--- config.mk ---
export PLATFORM = sky130hd
export DESIGN_NAME = multi_phase_clock_divider
export DESIGN_NICKNAME = d
export VERILOG_FILES = /design/src/rtl/clk_div_pkg.sv /design/src/rtl/dec_channel.sv /design/src/rtl/multi_phase_clock_divider.sv
export SDC_FILE = /design/constraint.sdc
export NUM_CORES = 1
export LEC_CHECK = 0
export ABC_AREA = 1
export CAP_MARGIN = 20
export CORE_MARGIN = 10
export CORE_UTILIZATION = 65
export DETAILED_ROUTE_END_ITERATION = 8
export PLACE_DENSITY = 0.85
export SLEW_MARGIN = 20
export SYNTH_ARGS = -nofsm -noshare
export SYNTH_HDL_FRONTEND = slang
export SYNTH_SLANG_ARGS = --single-unit
--- constraint.sdc ---
create_clock -name clk -period 5.1 [get_ports clk]
set_clock_uncertainty 0.2 [all_clocks]
set_input_delay 1.53 -clock clk [delete_from_list [all_inputs] [get_ports clk]]
set_output_delay 1.53 -clock clk [all_outputs]
set_load 0.02 [all_outputs]
--- src/rtl/clk_div_pkg.sv ---
// Shared types and defaults for the multi-phase decimation clock divider.
package clk_div_pkg;

    localparam int NUM_CH_DEF = 4;
    localparam int CNT_W_DEF  = 7;
    localparam int RATIO_OFF  = 0;

    typedef enum logic [1:0] {
        IDLE  = 2'd0,
        DELAY = 2'd1,
        RUN   = 2'd2
    } ch_state_t;

endpackage

--- src/rtl/dec_channel.sv ---
// One decimation clock channel: start delay, shadowed half-period ratio and
// a 50%-duty output clock with a rising-edge tick.
module dec_channel
    import clk_div_pkg::*;
#(
    parameter int CNT_W = CNT_W_DEF
) (
    input  logic             clk,
    input  logic             rst_n,
    input  logic             enable,
    input  logic             sync,
    input  logic             wr,
    input  logic [CNT_W-1:0] wr_ratio,
    input  logic [CNT_W-1:0] wr_delay,
    output logic             dec_clk,
    output logic             dec_tick,
    output logic             busy,
    output ch_state_t        state
);

    localparam logic [CNT_W-1:0] OFF = CNT_W'(RATIO_OFF);
    localparam logic [CNT_W-1:0] ONE = CNT_W'(1);

    logic [CNT_W-1:0] cnt;
    logic [CNT_W-1:0] dly_cnt;
    logic [CNT_W-1:0] ratio_act;
    logic [CNT_W-1:0] ratio_shd;

    // Priority: sync, then a delayed restart, then a start from IDLE, then
    // the normal (enable-gated) count; a plain ratio write only updates the shadow.
    always_ff @(posedge clk or negedge rst_n) begin
        if (!rst_n) begin
            state     <= IDLE;
            cnt       <= '0;
            dly_cnt   <= '0;
            ratio_act <= '0;
            ratio_shd <= '0;
            dec_clk   <= 1'b0;
            dec_tick  <= 1'b0;
            busy      <= 1'b0;
        end else begin
            dec_tick <= 1'b0;
            if (sync) begin
                cnt       <= '0;
                dly_cnt   <= '0;
                dec_clk   <= 1'b0;
                busy      <= 1'b0;
                ratio_act <= ratio_shd;
                state     <= (ratio_shd != OFF) ? RUN : IDLE;
            end else if (wr && (wr_delay != OFF)) begin
                state     <= DELAY;
                dly_cnt   <= wr_delay;
                ratio_shd <= wr_ratio;
                cnt       <= '0;
                dec_clk   <= 1'b0;
                busy      <= 1'b1;
            end else if (wr && (state == IDLE)) begin
                ratio_shd <= wr_ratio;
                if (wr_ratio != OFF) begin
                    ratio_act <= wr_ratio;
                    cnt       <= '0;
                    state     <= RUN;
                end
            end else begin
                // The shadow write lands after this edge, so a coincident
                // toggle or delay expiry still sees the previous shadow value.
                if (wr) begin
                    ratio_shd <= wr_ratio;
                end
                if (enable) begin
                    case (state)
                        DELAY: begin
                            if (dly_cnt == ONE) begin
                                dly_cnt   <= '0;
                                busy      <= 1'b0;
                                cnt       <= '0;
                                ratio_act <= ratio_shd;
                                state     <= (ratio_shd != OFF) ? RUN : IDLE;
                            end else begin
                                dly_cnt <= dly_cnt - ONE;
                            end
                        end
                        RUN: begin
                            if (cnt == ratio_act - ONE) begin
                                cnt       <= '0;
                                ratio_act <= ratio_shd;
                                if (ratio_shd == OFF) begin
                                    state   <= IDLE;
                                    dec_clk <= 1'b0;
                                end else begin
                                    dec_clk  <= ~dec_clk;
                                    dec_tick <= ~dec_clk;
                                end
                            end else begin
                                cnt <= cnt + ONE;
                            end
                        end
                        default: begin
                            dec_clk <= 1'b0;
                        end
                    endcase
                end
            end
        end
    end

endmodule

--- src/rtl/multi_phase_clock_divider.sv ---
// N-channel decimation clock divider: configuration decode, cfg_ready and
// sync fan-out around an array of dec_channel instances.
module multi_phase_clock_divider
    import clk_div_pkg::*;
#(
    parameter int NUM_CH = NUM_CH_DEF,
    parameter int CNT_W  = CNT_W_DEF,
    parameter int CH_W   = (NUM_CH > 1) ? $clog2(NUM_CH) : 1
) (
    input  logic                clk,
    input  logic                rst_n,
    input  logic                enable,
    input  logic                sync_all,
    input  logic                cfg_valid,
    output logic                cfg_ready,
    input  logic [CH_W-1:0]     cfg_ch,
    input  logic [CNT_W-1:0]    cfg_ratio,
    input  logic [CNT_W-1:0]    cfg_delay,
    output logic [NUM_CH-1:0]   dec_clk,
    output logic [NUM_CH-1:0]   dec_tick,
    output logic [NUM_CH-1:0]   busy,
    output logic [2*NUM_CH-1:0] dbg_state
);

    // Handshake: a write is taken on an edge where cfg_valid && cfg_ready;
    // cfg_ready is low in the first cycle after reset and whenever sync_all is high.
    logic ready_q;
    logic accept;

    always_ff @(posedge clk or negedge rst_n) begin
        if (!rst_n) begin
            ready_q <= 1'b0;
        end else begin
            ready_q <= 1'b1;
        end
    end

    assign cfg_ready = ready_q & ~sync_all;
    assign accept    = cfg_valid & cfg_ready;

    // Channel numbers at or above NUM_CH match no instance and are dropped.
    for (genvar i = 0; i < NUM_CH; i++) begin : g_ch
        logic      wr;
        ch_state_t st;

        assign wr = accept && (cfg_ch == CH_W'(i));

        dec_channel #(
            .CNT_W(CNT_W)
        ) u_ch (
            .clk     (clk),
            .rst_n   (rst_n),
            .enable  (enable),
            .sync    (sync_all),
            .wr      (wr),
            .wr_ratio(cfg_ratio),
            .wr_delay(cfg_delay),
            .dec_clk (dec_clk[i]),
            .dec_tick(dec_tick[i]),
            .busy    (busy[i]),
            .state   (st)
        );

        assign dbg_state[2*i +: 2] = st;
    end

endmodule

After elaboration in Yosys (flattened, before gate mapping)
Cells that the tools add are included.
{"block": "totals", "wordCells": 409, "mem_bits_rw": 0, "n_memories": 0, "romBits": 0, "output_inout_bits": 21, "latch_bits": 0, "register_bits": 133}
{"block": "classes", "magnitude_cmp": 0, "addsub": 12, "div_mod_pow": 0, "n_reduce_logical": 87, "muxes": 207, "bitwise": 7, "n_eq_ne": 63, "shifts": 0, "multipliers": 0}
{"op": "$mux W7", "n": 86}
{"op": "$pmux W7 S2", "n": 8}
{"op": "$mux W1", "n": 72}
{"op": "$mux W2", "n": 33}
{"op": "$ne A5 B2 Y1 const B", "n": 12}
{"op": "$reduce_bool A3 Y1", "n": 20}
{"op": "$sub A7 B1 Y7 const B", "n": 8}
{"op": "$ne A4 B2 Y1 const B", "n": 13}
{"op": "$reduce_and A4 Y1", "n": 12}
{"op": "$reduce_and A6 Y1", "n": 8}
{"op": "$reduce_bool A7 Y1", "n": 6}
{"op": "$reduce_bool A4 Y1", "n": 8}
{"op": "$add A7 B1 Y7 const B", "n": 4}
{"op": "$eq A7 B1 Y1 const B", "n": 4}
{"op": "$eq A7 B7 Y1", "n": 4}
{"op": "$logic_not A7 Y1", "n": 4}
{"op": "$ne A3 B2 Y1 const B", "n": 9}
{"op": "$reduce_bool A5 Y1", "n": 4}
{"op": "$pmux W2 S2", "n": 4}
{"op": "$eq A2 B2 Y1 const B", "n": 6}
{"op": "$logic_and A1 B1 Y1", "n": 12}
{"op": "$ne A4 B3 Y1 const B", "n": 3}
{"op": "$reduce_and A3 Y1", "n": 4}
{"op": "$eq A2 B1 Y1 const B", "n": 5}
{"op": "7 further kinds", "n": 27}

Logic depth before layout (Yosys ltp)
{"block": "logic_depth", "ltp_word": 8, "ltp_mapped": 15}

Modules after synthesis
From an unflattened synthesis, not the netlist that was laid out.
{"block": "hier_totals", "hier_cells": 1297, "hier_area_um2": 9115.0}
{"mod": "dec_channel (g_ch[2].u_ch ...)", "area_each_um2": 2268.4, "seq_area_each_um2": 825.8, "cells_each": 319, "n_inst": 2}
{"mod": "dec_channel (g_ch[0].u_ch)", "area_each_um2": 2245.9, "seq_area_each_um2": 825.8, "cells_each": 321, "n_inst": 1}
{"mod": "dec_channel (g_ch[1].u_ch)", "area_each_um2": 2244.7, "seq_area_each_um2": 825.8, "cells_each": 322, "n_inst": 1}
{"mod": "multi_phase_clock_divider", "area_each_um2": 87.6, "seq_area_each_um2": 25.0, "cells_each": 16, "n_inst": 1}

Least setup slack after synthesis
No wires, ideal clock.
{"block": "synth_path", "path_type": "input -> output", "startpoint": "input port sync_all", "endpoint": "output port cfg_ready", "cell_stages": 1, "t_arrival_ns": 1.710, "path_slack_ns": 1.660, "cell_sequence": "nor2_4"}
{"block": "synth_via", "elab_chain_cells": 2}
{"item": "from (decl)", "line_no": "multi_phase_clock_divider.sv:13", "rtl": "input logic sync_all,"}
{"item": "$not A1 Y1 (no source line)"}
{"item": "$and A1 B1 Y1", "line_no": "multi_phase_clock_divider.sv:38", "rtl": "assign cfg_ready = ready_q & ~sync_all;"}
{"item": "to (decl)", "line_no": "multi_phase_clock_divider.sv:15", "rtl": "output logic cfg_ready,"}
Every way passes these cells.

Worst setup path in the final report
Same ends and word-level chain as after synthesis.

==> key figures <==
Finish
  • Final nets: 1210
  • Commonest non-fill, non-tap cells in the layout: nand2_1 (310), dfrtp_1 (133), inv_1 (132)
  • Final Non-Filler Cells: between 1k and 1.5k
  • Share of cells above drive strength 1: 0.06998
  • P&R area growth vs syn: 13.45%
  • Number of diodes: 0
  • Leading cell type in the layout, fill and taps excluded: nand2_1

Worst setup path
  • Crit path largest cell delay: 0.61 ns
  • Type of origin of the critical path: input port
  • Worst Path Arrival: between 2 and 3 ns
  • Critical path type: in -> out
  • Buffers & Inverters on Critical Path: 2
  • Largest fanout on the critical path: 2
  • CP cell instances: clkdlybuf4s50_1 -> nor2_4 -> clkdlybuf4s50_1
  • Endpoint class of the critical path: output port
  • Required time of the worst setup path: 3.37 ns
  • Reg2reg start: g_ch[0].u_ch.ratio_act[0]
  • Crit path max-delay family: buffers and inverters
  • Slowest cell on the critical path: clkdlybuf4s50_1
  • Worst setup path startpoint: sync_all
  • Cell mode on critical path: clkdlybuf4s50_1

Timing
  • Final hold viol count: 0
  • Final Cycle Share: 0.8796
  • Final Max Slew Viols: 0
  • Slew @ Worst Pin: between 0.6 and 0.7 ns
  • Slew Limit Headroom: 0.5335
  • Final setup margin: approximately 0.61 ns
  • Setup violators final: 0
  • RSZ-0062 raised after global routing: false
  • Fin Setup TNS: 0 ns
  • Fmax: 222.9 MHz
  • Post-layout minimum cycle time: roughly 4.5 ns

Global routing
  • Largest net degree at the start of global routing: between 70 and 80
  • First-pass GRT wire length: 34560 um
  • Remaining Overflow, GRT: 0
  • Vias in the first global route: just over 7k
  • Initial antenna violation count: 0
  • All-Layer GR Usage: 0.2354

Clocking
  • Root Buffer: clkbuf_16
  • Sink Count: roughly 130
  • Post CTS Setup Buffer Count: 0
  • Num CTS Buffers: 17
  • Clock-pin slew on the worst setup and hold paths: 0.06 ns
  • CTS max path bufs: 2
  • Gates resized, CTS repair: 0
  • Hold_buf cts: 0
  • TritonCTS clock tree: built
  • H-tree levels: 4
  • Clock latency at the later pin of the worst-skew pair: between 0.4 and 0.5 ns

Drt
  • Drt pass-1 iters: 5
  • Routed WL: 20400 um
  • First DRT Iteration DRCs: 670
  • DRC Markers: 0
  • Via density: about 5.6
  • Wire per inst: 15.02 um
  • Via count: 7636
  • DRT antenna net count: 0

Floorplanning
  • Row Count: 41
  • Die Area: between 0.015 and 0.02 sq mm
  • I/O pins: between 40 and 50
  • Starting Density: 0.6589
  • Core box area: between 0.01 and 0.015 sq mm
  • Die X: 132.9 um
  • Die height: around 130 um

Power and ir drop
  • Cell area power density: approximately 530 mW/mm^2
  • Worst vdd ir: 0.3627 mV
  • Combinational Power Share: 0.397
  • Reg power frac: 0.333
  • Final Power: 4.993 mW
  • Clk pwr share: 0.270
  • Sw Pwr: roughly 2.0 mW
  • Lkg Pwr: 4.662 nW
  • Net Sw Frac: 0.3968
  • Internal power: ~3 mW

Placed design
  • GP Congestion: between 0.9 and 1
  • Pre-CTS WS: 0.6006 ns
  • Placed cell count: 1326
  • Post-DP HPWL: roughly 14000 um
  • Port buffer count: 41

Yosys
  • Sequential cell area fraction in the yosys report: 0.4019
  • Mapped Area: between 0.008 and 0.009 sq mm
  • Netlist cell types: a little over 40
  • Register bit count reported by yosys: about 130
  • Post-synthesis instance total: around 1.1k
  • Syn nets: about 1.2k
  • Post-Syn Area per Cell: roughly 7.2 sq um
  • Ys Warns: 0

Min path
  • Min-delay src: g_ch[0].u_ch.ratio_act[1]
  • Hold crit path type: reg -> reg

Status
  • Status: finished clean

Job
  • Max-cap viol count: 0
[cells by family (layout without fill, tap and decap cells)]
| kind of cell | count (synthesis) | in the layout | share of synthesized area |
|---|---|---|---|
| AO/OA/AOI/OAI | 189 | 189 | 0.1290 |
| XOR/XNOR | 45 | 45 | 0.04759 |
| adder cells (fa/ha/maj) | 16 | 16 | 0.02417 |
| buffers and inverters | 178 | 221 | 0.08929 |
| flip-flops | 133 | 133 | 0.4019 |
| other | 1 | 1 | 0.0004528 |
| AND/OR/NAND/NOR | 581 | 581 | 0.3076 |
[final timing paths]
check	to	slack, ns	cells past startpoint
max in group asynchronous	g_ch[3].u_ch.dly_cnt[6]	2.88	2
hold reg to reg	g_ch[0].u_ch.ratio_act[1]	0.30	2
setup / recovery	cfg_ready	0.61	3
hold / removal	g_ch[0].u_ch.ratio_act[1]	0.30	2
min in group asynchronous	g_ch[0].u_ch.cnt[2]	0.91	1
setup reg to reg	g_ch[0].u_ch.ratio_act[2]	2.50	12
[sequential cells by signal (all words and copies together) (netlist names)]
register             flops
g_ch.u_ch.state          8
g_ch.u_ch.cnt           28
g_ch.u_ch.busy           4
g_ch.u_ch.ratio_act     28
g_ch.u_ch.dec_tick       4
g_ch.u_ch.dly_cnt       28
ready_q                  1
g_ch.u_ch.ratio_shd     28
g_ch.u_ch.dec_clk        4
[layout make-up]
| cell class | instances | area, sq um |
|---|---|---|
| clock buffer | 19 | 442.9 |
| clock inverter | 13 | 205.2 |
| fill | 968 | 3173 |
| inverter | 142 | 533.0 |
| multi-input combinational | 832 | 4214 |
| sequential | 133 | 3328 |
| tap | 172 | 215.2 |
| timing repair buffer | 47 | 456.7 |
[power groups by stage]
stage | sequential (mW) | clock, mW | combinational, mW
after floorplan | 1.61 | 0 | 1.54
after global placement | 1.66 | 0 | 1.85
after detailed placement | 1.66 | 0 | 1.93
after CTS | 1.65 | 1.35 | 1.97
after global routing | 1.71 | 1.41 | 2.28
final | 1.66 | 1.35 | 1.98
[metrics by stage]
stage,hold slack (ns),util,area [sq um]
finish,0.3044,0.7475,9395
global route,0.3185,0.7475,9395
CTS,0.3062,0.7475,9395
detailed placement,0.2873,0.6960,8747
global placement,0.2668,0.6960,8747
floorplan,0.2419,-,8282
[cells in the mapped netlist, drive strengths merged]
library cell / instances / area [sq um]
clkinv: 5 / 18.77
and3: 1 / 6.260
ha: 16 / 200.2
nand4: 14 / 87.58
a22oi: 5 / 37.54
dfrtp: 133 / 3328
a31oi: 1 / 6.260
conb: 1 / 3.750
a21oi: 42 / 210.2
nor3: 26 / 157.7
nand2: 315 / 1205
and2: 1 / 6.260
xor2: 32 / 280.3
xnor2: 13 / 113.9
nor2: 122 / 498.0
o21ai: 104 / 558.0
buf: 23 / 157.6
nand3: 81 / 445.4
nor4: 5 / 31.28
clkbuf: 13 / 48.80
inv: 137 / 514.3
nand3b: 8 / 60.06
o22ai: 20 / 125.1
o2111ai: 2 / 17.52
o21bai: 1 / 7.510
or2: 8 / 50.05
o211ai: 13 / 97.59
o2bb2ai: 1 / 8.760
[worst reg2reg max path, stage by stage, from the launching register on]
cell and delay, ns:
dfrtp_1 0.41, inv_1 0.13, ha_1 0.24, nand3_1 0.17, nor2_1 0.16, xor2_1 0.17, inv_1 0.06, nor2_1 0.12
nand2_1 0.12, nand2_1 0.08, nand2_1 0.33, nand2_1 0.21, o21ai_2 0.07
[per-layer routing]
metal / global-route usage / part of all wire / vias to the layer above
met4: 0.07152 / 0.021 / 0
li1: - / - / 3764
met5: 0 / 0 / -
met1: 0.3004 / 0.43 / 3580
met3: 0.05299 / 0.062 / 39
met2: 0.3890 / 0.49 / 253
Power figures use the tool's default switching activity.
